===== src/rtl/mips_dmem_wait_bridge_pkg.sv =====
// Shared encodings for the MIPS data-memory wait-state bridge.
// Access sizes, FSM state codes and lane count.
package mips_dmem_wait_bridge_pkg;

    localparam logic [1:0] SZ_BYTE = 2'b00;
    localparam logic [1:0] SZ_HALF = 2'b01;
    localparam logic [1:0] SZ_WORD = 2'b10;

    localparam logic [1:0] ST_IDLE = 2'd0;
    localparam logic [1:0] ST_BUSY = 2'd1;
    localparam logic [1:0] ST_DONE = 2'd2;

    localparam int LANES = 4;

endpackage


===== src/rtl/mips_dmem_wait_bridge_lane_unit.sv =====
// Byte-lane steering: store enables/replication and load extract/extend.
// Purely combinational so an on-chip memory path can reuse it.
module mips_dmem_lane_unit
    import mips_dmem_wait_bridge_pkg::*;
(
    input  logic [1:0]       st_size,
    input  logic [1:0]       st_off,
    input  logic [31:0]      st_wdata,
    output logic [LANES-1:0] st_be,
    output logic [31:0]      st_wdata_rep,
    output logic             st_misaligned,
    input  logic [1:0]       ld_size,
    input  logic [1:0]       ld_off,
    input  logic             ld_signed,
    input  logic [31:0]      ld_rdata,
    output logic [31:0]      ld_data
);

    logic [31:0] shifted;

    always_comb begin
        st_be         = 4'b1111;
        st_wdata_rep  = st_wdata;
        st_misaligned = 1'b0;
        case (st_size)
            SZ_BYTE: begin
                st_be        = 4'b0001 << st_off;
                st_wdata_rep = {4{st_wdata[7:0]}};
            end
            SZ_HALF: begin
                st_be         = st_off[1] ? 4'b1100 : 4'b0011;
                st_wdata_rep  = {2{st_wdata[15:0]}};
                st_misaligned = st_off[0];
            end
            default: st_misaligned = |st_off;
        endcase
    end

    // Halfword offsets reaching here are always even.
    always_comb begin
        shifted = ld_rdata >> {ld_off, 3'b000};
        case (ld_size)
            SZ_BYTE: ld_data = {{24{ld_signed & shifted[7]}}, shifted[7:0]};
            SZ_HALF: ld_data = {{16{ld_signed & shifted[15]}}, shifted[15:0]};
            default: ld_data = ld_rdata;
        endcase
    end

endmodule


===== src/rtl/mips_dmem_wait_bridge.sv =====
// Stalls the single-cycle core across a variable-latency req/ack data memory,
// with sub-word access, misalignment trapping and a bus timeout.
module mips_dmem_wait_bridge
    import mips_dmem_wait_bridge_pkg::*;
#(
    parameter int ADDR_WIDTH = 32,
    parameter int DATA_WIDTH = 32,
    parameter int TIMEOUT    = 16
) (
    input  logic                  CLK,
    input  logic                  RST_N,
    input  logic                  cpu_req,
    input  logic                  cpu_we,
    input  logic [1:0]            cpu_size,
    input  logic                  cpu_signed,
    input  logic [ADDR_WIDTH-1:0] cpu_addr,
    input  logic [DATA_WIDTH-1:0] cpu_wdata,
    output logic [DATA_WIDTH-1:0] cpu_rdata,
    output logic                  cpu_stall,
    output logic                  cpu_err,
    output logic                  mem_req,
    output logic                  mem_we,
    output logic [LANES-1:0]      mem_be,
    output logic [ADDR_WIDTH-1:0] mem_addr,
    output logic [DATA_WIDTH-1:0] mem_wdata,
    input  logic                  mem_ack,
    input  logic [DATA_WIDTH-1:0] mem_rdata
);

    localparam int CW = $clog2(TIMEOUT + 1);
    localparam logic [CW-1:0] TMO_LAST = CW'(TIMEOUT - 1);

    logic [1:0]            state_q, state_d;
    logic                  mem_req_q, mem_req_d;
    logic                  mem_we_q, mem_we_d;
    logic [LANES-1:0]      mem_be_q, mem_be_d;
    logic [ADDR_WIDTH-1:0] mem_addr_q, mem_addr_d;
    logic [DATA_WIDTH-1:0] mem_wdata_q, mem_wdata_d;
    logic [DATA_WIDTH-1:0] rdata_q, rdata_d;
    logic                  err_q, err_d;
    logic [CW-1:0]         tmo_q, tmo_d;
    logic [1:0]            size_q, size_d;
    logic [1:0]            off_q, off_d;
    logic                  sgn_q, sgn_d;

    logic [LANES-1:0]      st_be;
    logic [DATA_WIDTH-1:0] st_wrep;
    logic                  st_mis;
    logic [DATA_WIDTH-1:0] ld_data;

    mips_dmem_lane_unit u_lane (
        .st_size      (cpu_size),
        .st_off       (cpu_addr[1:0]),
        .st_wdata     (cpu_wdata),
        .st_be        (st_be),
        .st_wdata_rep (st_wrep),
        .st_misaligned(st_mis),
        .ld_size      (size_q),
        .ld_off       (off_q),
        .ld_signed    (sgn_q),
        .ld_rdata     (mem_rdata),
        .ld_data      (ld_data)
    );

    always_comb begin
        state_d     = state_q;
        mem_req_d   = mem_req_q;
        mem_we_d    = mem_we_q;
        mem_be_d    = mem_be_q;
        mem_addr_d  = mem_addr_q;
        mem_wdata_d = mem_wdata_q;
        rdata_d     = rdata_q;
        err_d       = err_q;
        tmo_d       = tmo_q;
        size_d      = size_q;
        off_d       = off_q;
        sgn_d       = sgn_q;
        case (state_q)
            ST_IDLE: begin
                if (cpu_req && st_mis) begin
                    err_d   = 1'b1;
                    rdata_d = '0;
                    state_d = ST_DONE;
                end else if (cpu_req) begin
                    mem_req_d   = 1'b1;
                    mem_we_d    = cpu_we;
                    mem_be_d    = st_be;
                    mem_addr_d  = {cpu_addr[ADDR_WIDTH-1:2], 2'b00};
                    mem_wdata_d = st_wrep;
                    size_d      = cpu_size;
                    off_d       = cpu_addr[1:0];
                    sgn_d       = cpu_signed;
                    tmo_d       = '0;
                    state_d     = ST_BUSY;
                end
            end
            // An ack on the final allowed cycle beats the timeout.
            ST_BUSY: begin
                if (mem_ack) begin
                    mem_req_d = 1'b0;
                    rdata_d   = mem_we_q ? '0 : ld_data;
                    state_d   = ST_DONE;
                end else if (tmo_q == TMO_LAST) begin
                    mem_req_d = 1'b0;
                    err_d     = 1'b1;
                    rdata_d   = '0;
                    state_d   = ST_DONE;
                end else begin
                    tmo_d = tmo_q + 1'b1;
                end
            end
            default: state_d = ST_IDLE;
        endcase
    end

    always_ff @(posedge CLK or negedge RST_N) begin
        if (!RST_N) begin
            state_q     <= ST_IDLE;
            mem_req_q   <= 1'b0;
            mem_we_q    <= 1'b0;
            mem_be_q    <= '0;
            mem_addr_q  <= '0;
            mem_wdata_q <= '0;
            rdata_q     <= '0;
            err_q       <= 1'b0;
            tmo_q       <= '0;
            size_q      <= SZ_BYTE;
            off_q       <= 2'b00;
            sgn_q       <= 1'b0;
        end else begin
            state_q     <= state_d;
            mem_req_q   <= mem_req_d;
            mem_we_q    <= mem_we_d;
            mem_be_q    <= mem_be_d;
            mem_addr_q  <= mem_addr_d;
            mem_wdata_q <= mem_wdata_d;
            rdata_q     <= rdata_d;
            err_q       <= err_d;
            tmo_q       <= tmo_d;
            size_q      <= size_d;
            off_q       <= off_d;
            sgn_q       <= sgn_d;
        end
    end

    assign cpu_stall = ((state_q == ST_IDLE) && cpu_req) || (state_q == ST_BUSY);
    assign cpu_rdata = rdata_q;
    assign cpu_err   = err_q;
    assign mem_req   = mem_req_q;
    assign mem_we    = mem_we_q;
    assign mem_be    = mem_be_q;
    assign mem_addr  = mem_addr_q;
    assign mem_wdata = mem_wdata_q;

endmodule


===== config.mk =====
export PLATFORM = sky130hd
export DESIGN_NAME = mips_dmem_wait_bridge
export DESIGN_NICKNAME = d
export VERILOG_FILES = /design/src/rtl/mips_dmem_wait_bridge_pkg.sv /design/src/rtl/mips_dmem_wait_bridge_lane_unit.sv /design/src/rtl/mips_dmem_wait_bridge.sv
export SDC_FILE = /design/constraint.sdc
export NUM_CORES = 1
export LEC_CHECK = 0
export CAP_MARGIN = 25
export CORE_UTILIZATION = 42
export CTS_CLUSTER_DIAMETER = 60
export DETAILED_ROUTE_END_ITERATION = 8
export HOLD_SLACK_MARGIN = 0.02
export PLACE_DENSITY = 0.77
export SLEW_MARGIN = 25
export SYNTH_ARGS = -nofsm -noshare
export SYNTH_HDL_FRONTEND = slang
export SYNTH_HIERARCHICAL = 1
export SYNTH_SLANG_ARGS = --single-unit

===== constraint.sdc =====
create_clock -name CLK -period 4.1 [get_ports CLK]
set_clock_uncertainty 0.15 [all_clocks]
set_input_delay 0.41 -clock CLK [delete_from_list [all_inputs] [get_ports CLK]]
set_output_delay 0.41 -clock CLK [all_outputs]
set_load 0.005 [all_outputs]

# After elaboration in Yosys (flattened, before gate mapping)

Cells that the tools add are included.

Eq/ne operators: 12
Shift-type cells: 2
Bitwise operators: 3
Multiplexer cells: 29
$add $sub $neg: 1
Reductions and logical operators: 14

Operator list:

| cell                                                               | count |
|---|---|
| 32-bit one-hot mux with 2 select lines                             | 3 |
| 32-bit two-way mux                                                 | 4 |
| 32-bit by 5-bit >> shifter with 16-bit output                      | 1 |
| 5-bit two-way mux                                                  | 4 |
| 2-bit inequality test (second input constant)                      | 6 |
| 5-bit one-hot mux with 2 select lines                              | 1 |
| 2-bit two-way mux                                                  | 4 |
| 4-bit one-hot mux with 2 select lines                              | 1 |
| 4-bit AND reduction                                                | 2 |
| 1-bit two-way mux                                                  | 7 |
| 2-bit by 1-bit == test with 1-bit output (second input constant)   | 3 |
| 2-bit zero test                                                    | 3 |
| 3-bit inequality test (second input constant)                      | 2 |
| 1-bit one-hot mux with 2 select lines                              | 3 |
| 3-bit AND reduction                                                | 2 |
| 5-bit by 1-bit adder with 5-bit output (second input constant)     | 1 |
| 5-bit by 4-bit == test with 1-bit output (second input constant)   | 1 |
| 5-bit AND reduction                                                | 1 |
| 4-bit two-way mux                                                  | 1 |
| 2-bit one-hot mux with 2 select lines                              | 1 |
| 1-bit by 2-bit left shift with 4-bit output (first input constant) | 1 |
| 1-bit bitwise AND                                                  | 2 |
| 1-bit logical AND                                                  | 2 |
| 2-bit AND reduction                                                | 1 |
| other kinds (4)                                                    | 4 |

Logic and storage cells: 73
Bits in registers: 113
Input port bits: 104
Output and inout bits: 104

# Logic depth before layout (Yosys ltp)

Depth after elaboration: 6
Depth in mapped cells: 8
Mapped depth without buffers: 7

# Cells and area by module

The synthesis kept the hierarchy.

Modules (own cells, without submodules):

| module                | sequential area each (um^2) | area each (um^2) | times used | cells an instance |
|---|---|---|---|---|
| mips_dmem_wait_bridge | 2827.7                      | 4307.9           | 1          | 272 |
| mips_dmem_lane_unit   | 0.0                         | 1222.4           | 1          | 173 |

# Worst setup path before layout

Ideal clock, no wire load.

Path type: flip-flop to flip-flop
From: reg tmo_q[0]
To: reg tmo_q[4]
Stages on the path, launching flop included: 8
Library setup time: 0.127 ns
Buffers on the path: 0
Path slack: 1.804 ns
Data arrival time: 2.019 ns
Clock period less this slack: 2.296 ns
Cells stage by stage: dfrtp_1 ha_1 and3_1 ha_1 or4b_4 nor2b_1 inv_2 mux2_1

Word-level cells in the longest chain between the ends: 4
Elaborated cells between the ends (all ways): 7
Classes of those cells: add/sub (1); eq/ne (2); mux (3); reduce/logical (1)

Ends and longest elaborated chain:

| what                                   | line                         | source |
|---|---|---|
| from (decl)                            | mips_dmem_wait_bridge.sv:41  | `logic [CW-1:0] tmo_q, tmo_d;` |
| from (signal assigned)                 | mips_dmem_wait_bridge.sv:139 | `tmo_q <= tmo_d;` |
| 5-bit by 1-bit adder with 5-bit output | mips_dmem_wait_bridge.sv:109 | `tmo_d = tmo_q + 1'b1;` |
| 5-bit two-way mux                      | mips_dmem_wait_bridge.sv:103 | `end else if (tmo_q == TMO_LAST) begin` |
| 5-bit two-way mux                      | mips_dmem_wait_bridge.sv:99  | `if (mem_ack) begin` |
| 5-bit one-hot mux with 2 select lines  | mips_dmem_wait_bridge.sv:78  | `case (state_q)` |

Several ways; a longest one is shown, not always the timed one. The select of a mux whose other input is x is not followed.
A chain may end at the register's enable or synchronous reset.

# Worst setup path after layout

From: reg off_q[1]
To: reg rdata_q[20], in the netlist cpu_rdata[20]

Word-level cells in the longest chain between the ends: 6
Elaborated cells between the ends (all ways): 7
Classes of those cells: shift (1); mux (4); bitwise (2)

Ends and longest elaborated chain:

| what                                              | line                                                                         | source |
|---|---|---|
| from (decl)                                       | mips_dmem_wait_bridge.sv:43                                                  | `logic [1:0] off_q, off_d;` |
| from (signal assigned)                            | mips_dmem_wait_bridge.sv:128                                                 | `off_q <= 2'b00;` |
| from (signal assigned)                            | mips_dmem_wait_bridge.sv:141                                                 | `off_q <= off_d;` |
| 32-bit by 5-bit >> shifter with 16-bit output (*) | mips_dmem_wait_bridge_lane_unit.sv:41                                        | `shifted = ld_rdata >> {ld_off, 3'b000};` |
| 1-bit bitwise AND (on tied branches)              | mips_dmem_wait_bridge_lane_unit.sv:44, mips_dmem_wait_bridge_lane_unit.sv:43 |  |
| 32-bit one-hot mux with 2 select lines (*)        | mips_dmem_wait_bridge_lane_unit.sv:42                                        | `case (ld_size)` |
| via ld_data[20]                                   | mips_dmem_wait_bridge.sv:49                                                  | `logic [DATA_WIDTH-1:0] ld_data;` |
| 32-bit two-way mux (*)                            | mips_dmem_wait_bridge.sv:101                                                 | `rdata_d = mem_we_q ? '0 : ld_data;` |
| 32-bit two-way mux (*)                            | mips_dmem_wait_bridge.sv:99                                                  |  |
| 32-bit one-hot mux with 2 select lines (*)        | mips_dmem_wait_bridge.sv:78                                                  |  |
| to (signal assigned)                              | mips_dmem_wait_bridge.sv:137                                                 | `rdata_q <= rdata_d;` |
| to (decl)                                         | mips_dmem_wait_bridge.sv:39                                                  | `logic [DATA_WIDTH-1:0] rdata_q, rdata_d;` |

The timed path passes the listed nets; every way through them passes the cells marked *.

==> results.cfg <==
[routing]
initialDrtViolationCount = 324
post-route-drc-count = 0
first_pass_detailed_route_iteration_total = 4
route.antenna.remaining_nets = 0
via_per_inst = 5.302
vias = 4358
drt_wl_cell_um = 18.64
overall_routed_net_length_um = 15330

[yosys]
yosys_register_bits = 113
post-synth-top-count-cell = sky130_fd_sc_hd__dfrtp_1
ys_dominant_reg_cell = sky130_fd_sc_hd__dfrtp_1
synth.lib_cells_used.distinct = 46
synth_area_um2 = 5530
synth.avg_cell_area_um2 = 12.43
synth-edff-count = 0
yosys.area.top_type_share_pct = 51.13
synthesis.instances = 445
synth.area.top_cells = sky130_fd_sc_hd__dfrtp_1 (51%), sky130_fd_sc_hd__mux2_2 (18%), sky130_fd_sc_hd__a22o_1 (6.0%), sky130_fd_sc_hd__mux2i_1 (2.7%), sky130_fd_sc_hd__nand2_1 (2.5%)
synth_top_area_cell = sky130_fd_sc_hd__dfrtp_1
synth.yosys.seq_area_share_pct = 51.13
yosys_warnings = 6
netlist_top_cells_count = sky130_fd_sc_hd__dfrtp_1 (113), sky130_fd_sc_hd__mux2_2 (90), sky130_fd_sc_hd__a22o_1 (38)
synthArstFlopShare_pct = 100.0

[setup_path]
critical_path.max_fanout = 20
reg2reg_to = cpu_rdata[20]
rr_worst_depth = 4
timing.rr.start = off_q[1]
crit_type = flop to flop
critical_path_required_ns = 4.24
r2r_setup_slack_ns = 1.55
arrival_ns = 2.70
setup.worst_path.start_class = flop
end_kind = flop

[finish]
sequential_cell_area_um2 = 2829
final.fill_count = 975
multiInputGateArea_um2 = 2415
antenna-diode-count = 0
finalNetCount = 743
final_cell_area_um2 = 8255
postLayoutCoreUtil_pct = 64.89
area.growth.synth_to_final_pct = 49.28
final_layout_size_suffix_gt1_share_pct = 21.54

[power]
power_density_relative_to_cell_area_nw_per_um2 = 703.9
cellInternalPower_uw = 4084
combPwrFrac_pct = 38.2
p_sw_share_pct = 29.71
power.share.clock_pct = 27.5
seq_power_share_pct = 34.3
largest_vdd_supply_drop_uv = 400.2
static-leakage-power_uw = 0.003494
netSwitchingPower_uw = 1726

[sta]
final_hold_viol_count = 0
worst_slew_margin_rel_pct = 39.19
tightestPinTransition_ns = 0.9121
final_period_minus_worst_setup_slack_ns = 2.554
hold_ws_ns = 0.3343
final-setup-viol-count = 0
setup_total_negative_slack_ns = 0
setup_repair_after_global_routing_missed_its_margin = no
fin_crit_sh_pct = 62.29
drv_slew = 0
max_clock_freq_ghz = 0.3915

[hold_path]
timing.hold.worst_endpoint = cpu_err
hold_wc_path_type = flop to flop
hold_path_startpoint = cpu_err
min_delay_path_depth = 1

[grt]
first_global_vias = 4558
global_route.overflow_total = 0
antenna_found_initial = 0
grt_max_degree = 75
track_usage_pct = 23.01
grt_pass1_wl_um = 23280

[placement]
post_dp_cell_area_um2 = 7594
place_congestion = 0.8882
dpl.hpwl_um = 10830
io_buffer_count = 205

[floorplanning]
initial_core_util_pct = 43.47
row_count = 41
ports = 208
coreArea_um2 = 12720
die_x_um = 116.8
chipHeight_um = 116.8
dieArea_um2 = 13630

[clock_tree]
numCtsBuffers = 17
clock_path_buffers = 2
clkTransAtPathRegs_ns = 0.05
cts.root.buffer_cell = sky130_fd_sc_hd__clkbuf_16
cts_resized = 0
tritoncts_num_sinks = 113
cts_tree = done
h-tree-depth = 4
worst_skew_pair.late_latency_ns = 0.41

[outcome]
run_status = complete, no violations

[flow_run]
cap_viol_max_count = 0
## cell usage in the layout, fill, tap and decap left out, types with 6 or more instances in the layout
master,n
sky130_fd_sc_hd__clkdlybuf4s50_1,204
sky130_fd_sc_hd__dfrtp_1,112
sky130_fd_sc_hd__mux2_2,90
sky130_fd_sc_hd__a22o_1,38
sky130_fd_sc_hd__nand2_1,37
sky130_fd_sc_hd__o21ai_0,25
sky130_fd_sc_hd__clkbuf_16,17
sky130_fd_sc_hd__mux2i_1,15
sky130_fd_sc_hd__nor2_1,8
sky130_fd_sc_hd__o2bb2ai_1,8
sky130_fd_sc_hd__nand3b_1,8
sky130_fd_sc_hd__o31ai_1,7
sky130_fd_sc_hd__inv_1,6
sky130_fd_sc_hd__buf_4,6
sky130_fd_sc_hd__o211a_1,6
## worst max-delay path, cell delays in order (launching register included)
cell and delay (ns):
sky130_fd_sc_hd__dfrtp_1 0.85, sky130_fd_sc_hd__mux2_4 0.37, sky130_fd_sc_hd__a221oi_4 0.58, sky130_fd_sc_hd__o21ai_0 0.23
sky130_fd_sc_hd__a22o_1 0.25
## cell families after synthesis
| group | count (synthesis) | share of synthesized area (%) |
|---|---|---|
| DFF | 113 | 51.13 |
| muxes | 108 | 21.92 |
| AOI/OAI and AO/OA | 102 | 14.37 |
| and+or+nand+nor | 70 | 6.380 |
| buffers and inverters | 48 | 5.520 |
| adders and majority gates | 2 | 0.4524 |
| other | 1 | 0.06781 |
| xor gates and xnor gates | 1 | 0.1584 |
## cell type report
class	count	share of cell area, %
clock buffers	23	6.032
clock inverters	9	1.834
inverters	8	0.3637
multi-input cells	285	29.25
flip-flops and latches	113	34.27
well taps	172	2.607
repair buffers	212	25.64
## power groups by stage
stage	Combinational [uW]	Sequential, uW	Clock (uW)
after floorplan	1110	1870	0
after detailed placement	2220	2000	0
after global placement	2180	1970	0
after CTS	2240	1990	1620
after global routing	2390	2060	1670
final	2220	1990	1600
## per-stage QoR
| stage | std cells | worst slack [ns] | total power (uW) |
|---|---|---|---|
| after floorplan | 446 | 1.804 | 2983 |
| after global placement | 789 | 1.225 | 4151 |
| after detailed placement | 789 | 1.165 | 4220 |
| after CTS | 822 | 1.338 | 5852 |
| after global routing | 822 | 1.405 | 6123 |
| final | 822 | 1.546 | 5811 |
## registers in the layout, summed over array words and instances, names as in the netlist
register / cells
size_q: 2
state_q: 2
mem_be: 4
mem_req: 1
sgn_q: 1
cpu_err: 1
mem_wdata: 32
cpu_rdata: 32
tmo_q: 5
off_q: 2
mem_addr: 30
mem_we: 1
## timing repair
item	CTS	global route
hold buffers	1	0
buffers inserted	0	0
endpoints found under the hold margin	29	0
## worst max-delay path by stage
stage | from | cells past startpoint | slack, ns | endpoint
2_1_floorplan | tmo_q[0] | 7 | 1.80 | tmo_q[4]
3_3_place_gp | cpu_size[0] | 7 | 1.22 | cpu_rdata[26]
3_5_place_dp | cpu_size[0] | 7 | 1.17 | cpu_rdata[1]
4_1_cts | tmo_q[0] | 6 | 1.34 | cpu_rdata[19]
5_1_grt | off_q[1] | 4 | 1.41 | cpu_rdata[17]
6_report | off_q[1] | 4 | 1.55 | cpu_rdata[20]
## per-layer routing
metal  vias up  GRT usage [%]  wire [um]
met5         -              0          0
met4         0          10.80        379
met3        31          10.33       1771
met2       219          36.65       7066
met1      2094          26.54       6107
li1       2014              -          -
No activity file was read; power rests on OpenSTA's default activity.
